**src/rtl/falling_column.sv**
```systemverilog
// falling_column: one playfield column of the Flippin Bits game.
// A pseudo-random target byte is spawned at the top row and falls one row
// every TICKS_PER_ROW clocks. The player scores by setting the switches to
// the target byte. If the byte times out on the bottom row, the column
// latches game_over until reset.
module falling_column #(
  parameter int unsigned TICKS_PER_ROW = 12500000,
  parameter int unsigned ROWS          = 30,
  parameter logic [7:0]  SEED          = 8'hA5
) (
  input  logic       clock,
  input  logic       reset_signal,
  input  logic [7:0] user_input,
  output logic [4:0] ypos,
  output logic [7:0] letter,
  output logic       correct,
  output logic       game_over
);

  localparam int unsigned       TICK_W    = (TICKS_PER_ROW > 1) ? $clog2(TICKS_PER_ROW) : 1;
  localparam logic [TICK_W-1:0] TICK_LAST = TICK_W'(TICKS_PER_ROW - 1);
  localparam logic [4:0]        ROW_LAST  = 5'(ROWS - 1);
  // An all-zero LFSR would lock up, so a zero seed is replaced by 1.
  localparam logic [7:0]        LFSR_INIT = (SEED == 8'h00) ? 8'h01 : SEED;

  typedef enum logic [1:0] {
    SPAWN,
    FALL,
    HIT,
    OVER
  } state_t;

  state_t            state;
  logic [TICK_W-1:0] tick;
  logic [7:0]        lfsr;
  logic [7:0]        in_q;
  logic              lfsr_fb;
  logic              match;
  logic              match_q;
  logic              hit;

  assign lfsr_fb = lfsr[7] ^ lfsr[5] ^ lfsr[4] ^ lfsr[3];
  assign match   = (in_q == letter);
  // Only the rising edge of a match scores, so holding the answer scores once.
  assign hit     = match & ~match_q;

  // Free-running LFSR and one-stage capture of the asynchronous switch byte.
  always_ff @(posedge clock or negedge reset_signal) begin
    if (!reset_signal) begin
      lfsr <= LFSR_INIT;
      in_q <= 8'h00;
    end else begin
      lfsr <= {lfsr[6:0], lfsr_fb};
      in_q <= user_input;
    end
  end

  // Column state machine: spawn, fall with row timer, score on hit, latch game over.
  always_ff @(posedge clock or negedge reset_signal) begin
    if (!reset_signal) begin
      state     <= SPAWN;
      ypos      <= 5'd0;
      letter    <= 8'h00;
      correct   <= 1'b0;
      game_over <= 1'b0;
      tick      <= '0;
      match_q   <= 1'b0;
    end else begin
      case (state)
        SPAWN: begin
          letter  <= (lfsr == in_q) ? (lfsr ^ 8'h01) : lfsr;
          ypos    <= 5'd0;
          tick    <= '0;
          match_q <= 1'b0;
          correct <= 1'b0;
          state   <= FALL;
        end
        FALL: begin
          match_q <= match;
          if (tick == TICK_LAST) begin
            tick <= '0;
          end else begin
            tick <= tick + 1'b1;
          end
          if (hit) begin
            correct <= 1'b1;
            state   <= HIT;
          end else if (tick == TICK_LAST) begin
            if (ypos == ROW_LAST) begin
              game_over <= 1'b1;
              state     <= OVER;
            end else begin
              ypos <= ypos + 5'd1;
            end
          end
        end
        HIT: begin
          correct <= 1'b0;
          state   <= SPAWN;
        end
        OVER: begin
          correct   <= 1'b0;
          game_over <= 1'b1;
        end
        default: begin
          state <= SPAWN;
        end
      endcase
    end
  end

endmodule

```
**config.mk**
```make
export PLATFORM = sky130hd
export DESIGN_NAME = falling_column
export DESIGN_NICKNAME = d
export VERILOG_FILES = /design/src/rtl/falling_column.sv
export SDC_FILE = /design/constraint.sdc
export NUM_CORES = 1
export LEC_CHECK = 0
export CAP_MARGIN = 40
export CORE_UTILIZATION = 55
export DETAILED_ROUTE_END_ITERATION = 12
export PLACE_DENSITY_LB_ADDON = 0.12
export RECOVER_POWER = 25
export SLEW_MARGIN = 20
export SYNTH_ARGS = -nofsm -noshare
export SYNTH_HDL_FRONTEND = slang
export SYNTH_SLANG_ARGS = --single-unit
```
**constraint.sdc**
```tcl
create_clock -name clock -period 2.2 [get_ports clock]
set_input_delay 0.55 -clock clock [delete_from_list [all_inputs] [get_ports clock]]
set_output_delay 0.55 -clock clock [all_outputs]
set_load 0.01 [all_outputs]
```
==> results.ini, run 1 <==
[min_path]
hold_class = in -> async

[placement]
gp_congestion = 0.8274
place_inst = 371
hpwl_um = 4070
dpl_cell_area_um2 = 3322
io_buffers = 24

[cts]
post_cts_buffers = 0
clk_latency_ns = 0.34
cts_buffers = 9
clock_sinks = 58
cts_tree = yes
cts_buffer_depth = 2
cts_root_buf = clkbuf_8
h-tree-depth = 3
clkTransAtPathRegs_ns = 0.07

[sta]
rsz0062_at_grt = false
fin_crit_sh_pct = 95.20
whs_ns = 0.3650
min_period_ns = 2.094
timing.fmax_ghz = 0.4775
timing_hold_violations_final = 0
relSlewSlack_pct = 31.25
setup_viol = 0
setup_tns_ns = 0
skew_ns = 0.007883
drv_slew = 0
worst_pin_slew_ns = 1.031

[synthesis]
yosysWarningCount = 0
synth_common_cells = dfrtp_1, nand2_1, nand3_1
syn_area_per_cell_um2 = 10.75
synthFlopType = dfrtp_1
ys_async_sr_fraction_pct = 100.0
synth_edf_count = 0
postSynthCellCount = 262
ys_seq_elements = 58
yosysSeqAreaShare_pct = 51.69
synth.top_cell.area_share_pct = 47.96
netlist_area_um2 = 2818
syn_nets = 275
synth_area_leader_cell = dfrtp_1
synth.most_common_cell = dfrtp_1
synthTopCellsByArea = dfrtp_1, dfstp_2, xor2_1
ys_types = 48

[floorplanning]
core_area_um2 = 4817
placementRows = 25
initial_utilization_pct = 58.49
die-area_um2 = 5413
dieHeight_um = 73.58
dieWidth_um = 73.58
top_level_ports = 25

[route]
routed-via-count = 2190
ant_nets = 0
firstDrtPassIters = 6
wl_um = 5683
drc = 0
drtIter0Drc = 117
viasPerCell = 5.659
wire_per_inst_um = 14.68

[setup_path]
crit_type = reg -> reg
start_kind = flip-flop
endpoint_kind = flip-flop
cp_max_fo = 13
critPathRequiredTime_ns = 2.47
cp.arrival_ns = 2.37

[layout]
ff_latch_area_um2 = 1456
diodes = 0
num-fill-cells = 354
syn2layout_area_growth_pct = 24.33
final_cell_area_um2 = 3503
nets = 328
multi_input_area_um2 = 1299
drive_gt1_share_pct = 20.31
final_cell_count_no_fill = 387

[global_routing]
grtUsageTotal_pct = 24.39
grt_antenna_before_repair = 0
grt_util_met2_pct = 37.10
grt_pass1_wl_um = 9687
grt_pass1_vias = 2127
grt_max_degree = 41
top_usage_layer = met2
grtUsageMet3_pct = 6.584
overflow = 0
use_met1_pct = 33.58

[pwr]
ir_drop_mv = 0.4933
power.density_nw_per_um2 = 713.9
p_switching_uw = 720.8
finalPower_uw = 2501
pwr-share-comb_pct = 19.5
switching_share_pct = 28.82
clockPowerShare_pct = 32.6
p_leak_uw = 0.001589
intPower_uw = 1780
seqPwrFrac_pct = 47.9

[job]
drv_cap = 0

[status]
status = completed

==> cells by family after synthesis <==
logic type               synth area share [%]
flip-flops                              51.69
XOR/XNOR                                6.217
multiplexers                            4.929
AND/OR/NAND/NOR                         19.67
AO/OA/AOI/OAI                           13.10
adder cells (fa/ha/maj)                 1.332
buffers and inverters                   3.064
==> power by group through the flow <==
stage,Combinational [µW],Clock [µW],Sequential [µW]
6_report,488,816,1200
5_1_grt,543,885,1210
4_1_cts,485,833,1190
3_5_place_dp,482,0,1210
3_3_place_gp,473,0,1210
2_1_floorplan,233,0,1240
==> state kept, by name, summed over array words and instances, names as in the netlist <==
| name | flops |
|---|---|
| tick | 24 |
| in_q | 8 |
| letter | 8 |
| lfsr | 8 |
| ypos | 5 |
| state | 2 |
| correct | 1 |
| game_over | 1 |
| match_q | 1 |
==> layout by cell type (no fill, tap or decap), types with 9 or more instances in the layout <==
cell and n:
dfrtp_1 54, a21oi_1 13, nand3_1 19, inv_1 11
xor2_1 11, clkbuf_8 9, nand2_1 21, buf_4 26
xnor2_1 9, clkdlybuf4s50_1 16, nor2_1 11, o21ai_0 11
==> per-stage QoR <==
step / util [%] / setup slack [ns]
floorplan: - / 0.2376
detailed placement: 68.96 / 0.03900
global route: 72.73 / 0.01937
finish: 72.73 / 0.1056
CTS: 72.34 / 0.02070
global placement: 68.73 / -0.08247
==> cell type report <==
cell class	count	area share [%]
clock buffers	11	3.750
repair buffers	52	13.14
flip-flops and latches	58	41.57
well taps	67	2.393
multi-input cells	183	37.07
inverters	11	1.179
clock inverters	5	0.8929
==> routing by layer <==
metal / routed length, µm / vias up
met5: 0 / -
met4: 80 / 0
met3: 203 / 9
met2: 2670 / 40
met1: 2728 / 1070
li1: - / 1071
==> timing repair <==
action / in CTS / in global routing
gates resized for setup: 0 / 4
hold endpoints to repair: 0 / 0
endpoints found under the setup margin: 0 / 14
hold buffers: 0 / 0
==> final timing paths <==
check | from | endpoint | slack, ns | cells past startpoint
setup / recovery | tick[0]$_DFFE_PN0P_ | tick[23]$_DFFE_PN0P_ | 0.11 | 7
hold / removal | reset_signal | letter[2]$_DFFE_PN0P_ | 0.36 | 1
setup reg to reg | tick[0]$_DFFE_PN0P_ | tick[23]$_DFFE_PN0P_ | 0.11 | 7
hold reg to reg | lfsr[0]$_DFF_PN1_ | lfsr[1]$_DFF_PN0_ | 0.40 | 0
max in group asynchronous | reset_signal | lfsr[7]$_DFF_PN1_ | 1.03 | 2
min in group clock | lfsr[0]$_DFF_PN1_ | lfsr[1]$_DFF_PN0_ | 0.40 | 0
==> worst max-delay path: stages (launching register included) <==
cell and delay, ns:
dfrtp_1 0.41, ha_1 0.22, and3_1 0.19, and4_1 0.21, buf_4 0.14, a21o_4 0.26
or4_1 0.51, nand3_1 0.08
(Power assumes the default switching activity.)
==> run 2, diff against run 1 <==
CORE_ASPECT_RATIO = 1.25   (was not set)
GPL_ROUTABILITY_DRIVEN = 0   (was not set)
==> run 2 against run 1 <==
Effect of this change:
- non-clock buffer count shrank 14
- largest power group unchanged
- critical endpoint unchanged
- power rose by 3.5%
- hold slack improved by 0.043 ns
==> results.ini, run 2 (synthesis gave the netlist of run 1 again) <==
[cts]
cts_resized = 0  ; unchanged
clk_latency_ns = 0.34  ; about the same
clock_sinks = 58  ; unchanged
cts_tree = yes
cts_buffer_depth = 2  ; unchanged
h-tree-depth = 3  ; unchanged
post_cts_buffers = 0  ; unchanged
hold_buffers = 0  ; unchanged
clkTransAtPathRegs_ns = 0.07  ; about the same
cts_root_buf = clkbuf_8
cts_buffers = 9  ; unchanged

[pwr]
power.density_nw_per_um2 = 760.6  ; +6.5%
intPower_uw = 1866  ; +4.8%
ir_drop_mv = 0.6872  ; +39%
clockPowerShare_pct = 37.5  ; +4.9 points
switching_share_pct = 27.90  ; -0.92 points
p_switching_uw = 722.2  ; +0.19%
p_leak_uw = 0.001531  ; -3.6%
seqPwrFrac_pct = 47.1  ; -0.8 points
pwr-share-comb_pct = 15.4  ; -4.1 points

[setup_path]
reg2reg_depth = 6  ; -1
r2r_slack_ns = 0.13  ; +0.03 ns
critPathRequiredTime_ns = 2.47  ; about the same
worstReg2RegStart = tick[0]$_DFFE_PN0P_
start_kind = flip-flop
cp.arrival_ns = 2.34  ; -0.03 ns
crit_type = reg -> reg
crit_end = tick[23]$_DFFE_PN0P_
timing.rr.end = tick[23]$_DFFE_PN0P_
cp_max_fo = 13  ; unchanged
crit_start = tick[0]$_DFFE_PN0P_
endpoint_kind = flip-flop

[route]
routed-via-count = 2145  ; -2.1%
drtIter0Drc = 143  ; +22%
ant_nets = 0  ; unchanged
wl_um = 5818  ; +2.4%
viasPerCell = 5.861  ; +3.6%
wire_per_inst_um = 15.90  ; +8.2%
firstDrtPassIters = 4  ; -2
drc = 0  ; unchanged

[status]
status = completed

[sta]
setup_viol = 0  ; unchanged
timing.final.ws_setup_ns = 0.1341  ; +0.02850 ns
relSlewSlack_pct = 24.89  ; -6.4 points
timing.fmax_ghz = 0.4841  ; +1.4%
drv_slew = 0  ; unchanged
fin_crit_sh_pct = 93.90  ; -1.3 points
min_period_ns = 2.066  ; -0.02850 ns
setup_tns_ns = 0  ; unchanged
skew_ns = 0.008206  ; +0.0003232 ns
worst_pin_slew_ns = 1.127  ; +0.09531 ns
timing_hold_violations_final = 0  ; unchanged
rsz0062_at_grt = false
whs_ns = 0.4079  ; +0.04288 ns

[global_routing]
grt_pass1_vias = 2109  ; -0.85%
grtUsageTotal_pct = 24.28  ; -0.10 points
overflow = 0  ; unchanged
grt_max_degree = 26  ; -37%
grt_pass1_wl_um = 9618  ; -0.71%
grt_antenna_before_repair = 0  ; unchanged

[layout]
final_cell_mix = dfrtp_1, nand2_1, nand3_1, clkdlybuf4s50_1, a21oi_1
final_util_pct = 70.39  ; -2.3 points
drive_gt1_share_pct = 16.01  ; -4.3 points
largest_reg_flops = 24  ; unchanged
diodes = 0  ; unchanged
largest_register = tick
nets = 314  ; -4.3%
final_cell_area_um2 = 3403  ; -2.9%
syn2layout_area_growth_pct = 20.78
final_common_cell = dfrtp_1

[placement]
place_ws_ns = 0.1253  ; +0.08630 ns
dpl_cell_area_um2 = 3204  ; -3.5%
io_buffers = 24  ; unchanged
hpwl_um = 4053  ; -0.41%

[floorplanning]
dieHeight_um = 82.03  ; +11%
placementRows = 28  ; +12%
initial_utilization_pct = 58.28  ; -0.21 points
dieWidth_um = 66.02  ; -10%
die-area_um2 = 5415  ; about the same
top_level_ports = 25  ; unchanged
core_area_um2 = 4835  ; +0.36%

[min_path]
hold_class = in -> async

[job]
drv_cap = 0  ; unchanged

run 2: power by group through the flow:
| stage | Clock (µW) | Sequential [µW] | Combinational (µW) |
|---|---|---|---|
| 2_1_floorplan | 0 | 1240 | 233 |
| 4_1_cts | 991 | 1220 | 403 |
| 6_report | 970 | 1220 | 399 |
| 3_3_place_gp | 0 | 1230 | 392 |
| 3_5_place_dp | 0 | 1230 | 398 |
| 5_1_grt | 1050 | 1230 | 446 |
run 2: cell type report:
type	count	area (µm²)
Clock buffer	11	141.4
Clock inverter	5	53.80
Fill cell	374	1431
Inverter	11	41.29
Multi-Input combinational cell	183	1280
Sequential cell	58	1456
Tap cell	60	75.07
Timing Repair Buffer	38	355.3
run 2: per-layer routing:
metal  vias to the layer above  wire, µm  GRT usage, %
met1                      1042      2493         29.81
met5                         -         0             0
met4                         0       102         9.362
met2                        53      2950         40.51
li1                       1039         -             -
met3                        11       271         6.667
run 2: worst min-delay path by stage:
stage	slack, ns	to	start
global route	0.42	lfsr[1]$_DFF_PN0_	lfsr[0]$_DFF_PN1_
finish	0.41	tick[16]$_DFFE_PN0P_	reset_signal
detailed placement	0.40	lfsr[1]$_DFF_PN0_	lfsr[0]$_DFF_PN1_
floorplan	0.25	correct$_DFFE_PN0P_	reset_signal
global placement	0.40	lfsr[1]$_DFF_PN0_	lfsr[0]$_DFF_PN1_
CTS	0.17	tick[16]$_DFFE_PN0P_	reset_signal
run 2: critical path: stages (launching register included):
cell	delay, ns
dfrtp_1	0.41
ha_1	0.24
and3_1	0.21
and4_1	0.23
a21o_2	0.31
or4_1	0.52
nand3_1	0.08
run 2: metrics by stage:
step           total power [µW]  cells
6_report                   2588    366
3_5_place_dp               1632    350
2_1_floorplan              1469    262
5_1_grt                    2722    366
4_1_cts                    2611    366
3_3_place_gp               1624    350
==> patch (flow settings as in run 2) <==
The parameter `TICKS_PER_ROW` goes from 12500000 to 50000000.
--- a/src/rtl/falling_column.sv
+++ b/src/rtl/falling_column.sv
@@ -4,7 +4,7 @@
 // the target byte. If the byte times out on the bottom row, the column
 // latches game_over until reset.
 module falling_column #(
-  parameter int unsigned TICKS_PER_ROW = 12500000,
+  parameter int unsigned TICKS_PER_ROW = 50000000,
   parameter int unsigned ROWS          = 30,
   parameter logic [7:0]  SEED          = 8'hA5
 ) (
Formal check against the unedited RTL: no difference found for any inputs over 10 cycles, from zero or initial values and one cycle with reset_signal low; that may be too few to reach the edited logic, so the function may still have changed.
==> patch against run 2 <==
Clock skew is 0.0029 ns lower. Area after synthesis increased by 3.6%. Critical path type unchanged. Wire length increased by 15%. Highest routed layer unchanged. Sequential cell count rose by 2. Cell area rose by 5.3%. Worst setup slack got worse by 0.018 ns. Largest power group unchanged. Power is 2.1% lower. Clock power up 4%.
==> patch: results (changes against run 2) <==
metric,value,unit,change
num-fill-cells,395,,was 374
synth_commonest_cells,"56 x dfrtp_1, 39 x nand2_1, 22 x a31oi_1, 17 x xnor2_1, 14 x a21oi_1",,"was 54 x dfrtp_1, 21 x nand2_1, 19 x nand3_1, 14 x a21oi_1"
cp_max_fo,18,,was 13
finalClockSkew,0.00534,ns,was 0.00821 ns
dpl_cell_area,0.00339,mm^2,was 0.00320 mm^2
cts_buffers,9,,unchanged
ir_worst_vdd,0.000600,V,was 0.000687 V
route.detailed.wl_per_inst,16.6,um,was 15.9 um
regMostFlops,tick,,unchanged
clock_path_buffers,2,,unchanged
syn-num-nets,295,,was 275
drive_gt1_share,17.4,%,was 16.0%
worst_pin_slew,0.796,ns,was 1.13 ns
yosys_warnings,0,,unchanged
grt.total_usage,26.8,%,was 24.3%
hpwl,4580,um,was 4050 um
leakage,0.00168,uW,was 0.00153 uW
critPathSlowestCell,or4b_4,,was or4_1
largest_reg_flops,26,,was 24
synth.yosys.seq_area_share,51.6,%,was 51.7%
n_antenna_cell,0,,unchanged
drt_first_pass_iters,4,,unchanged
antenna_found_initial,0,,unchanged
htree_levels,3,,unchanged
viasPerCell,5.88,,was 5.86
synth_top_cells_by_area,"dfrtp_1 48%, xnor2_1 5.1%, nand2_1 5.0%, a31oi_1 4.7%, dfstp_2 3.6%",,"was dfrtp_1 48%, dfstp_2 3.7%, xor2_1 3.4%, nand3_1 3.4%, mux2_2 2.8%"
cp_top_family,simple AND/OR/NAND/NOR gates,,unchanged
nets,348,,was 314
crit_start,tick[24],,was tick[0]
grt_first_pass_wirelength,11000,um,was 9620 um
status,"complete, no violations",,unchanged
max_stage_delay,0.52,ns,about the same
crit_arrival,2.30,ns,was 2.34 ns
clock_latency,0.34,ns,about the same
first_iter_violations,158,,was 143
io_buffers,24,,unchanged
grt_max_degree,34,,was 26
[patch: worst reg2reg max path, cell delays in order, from the launching register on]
cell     delay (ns)
dfrtp_1        0.42
or4b_4         0.52
nor4_4         0.36
a21oi_4        0.20
buf_4          0.23
or2b_1         0.15
a31oi_1        0.08
[patch: layout make-up]
| class | count | area share [%] |
|---|---|---|
| multi-input combinational | 207 | 37.3 |
| inverter | 4 | 0.419 |
| tap | 62 | 2.16 |
| clock inverter | 7 | 2.13 |
| clock buffer | 9 | 3.46 |
| timing repair buffer | 53 | 12.5 |
| sequential | 60 | 42.0 |
[patch: through the flow]
| stage | instances | worst slack [ns] | total power (uW) | utilization [%] |
|---|---|---|---|---|
| after floorplan | 282 | 0.236 | 1410 | - |
| after global placement | 386 | 0.0861 | 1540 | 66.8 |
| after detailed placement | 386 | 0.00551 | 1550 | 66.8 |
| after CTS | 402 | 0.0904 | 2550 | 70.9 |
| after global routing | 402 | 0.0175 | 2640 | 70.6 |
| final | 402 | 0.116 | 2530 | 70.6 |
[patch: path summary, 6_finish.rpt]
kind,endpoint,slack [ns],cells past startpoint
setup / recovery,tick[12],0.12,6
hold / removal,tick[5],0.24,1
setup reg to reg,tick[12],0.12,6
hold reg to reg,lfsr[1],0.41,0
max in group asynchronous,tick[25],0.72,2
min in group clock,lfsr[1],0.41,0
[patch: cells by family after synthesis]
family,Yosys count,share of synthesized area [%]
and+or+nand+nor,112,21.3
muxes,5,1.80
buffers and inverters,15,2.91
DFF,60,51.6
AOI/OAI and AO/OA,69,15.7
xor gates and xnor gates,18,5.40
adders and majority gates,3,1.29
[patch: what timing repair did]
item / CTS / global route
endpoints found under the setup margin: 1 / 1
endpoints found under the hold margin: 0 / 0
hold buffers: 0 / 0
cloned: 0 / 0
resized for setup: 1 / 1
[patch: report_power, final]
group	internal, uW	total, uW	switching (uW)
sequential	1170	1240	67.0
combinational	152	281	129
clock	528	1010	483
[patch: metal layers]
metal  track usage (%)  wire (um)  vias to the layer above
met5                 0          0                        -
met4              14.7        197                        0
met3              5.05        204                       14
met2              45.1       3490                       47
met1              31.0       2800                     1155
li1                  -          -                     1149
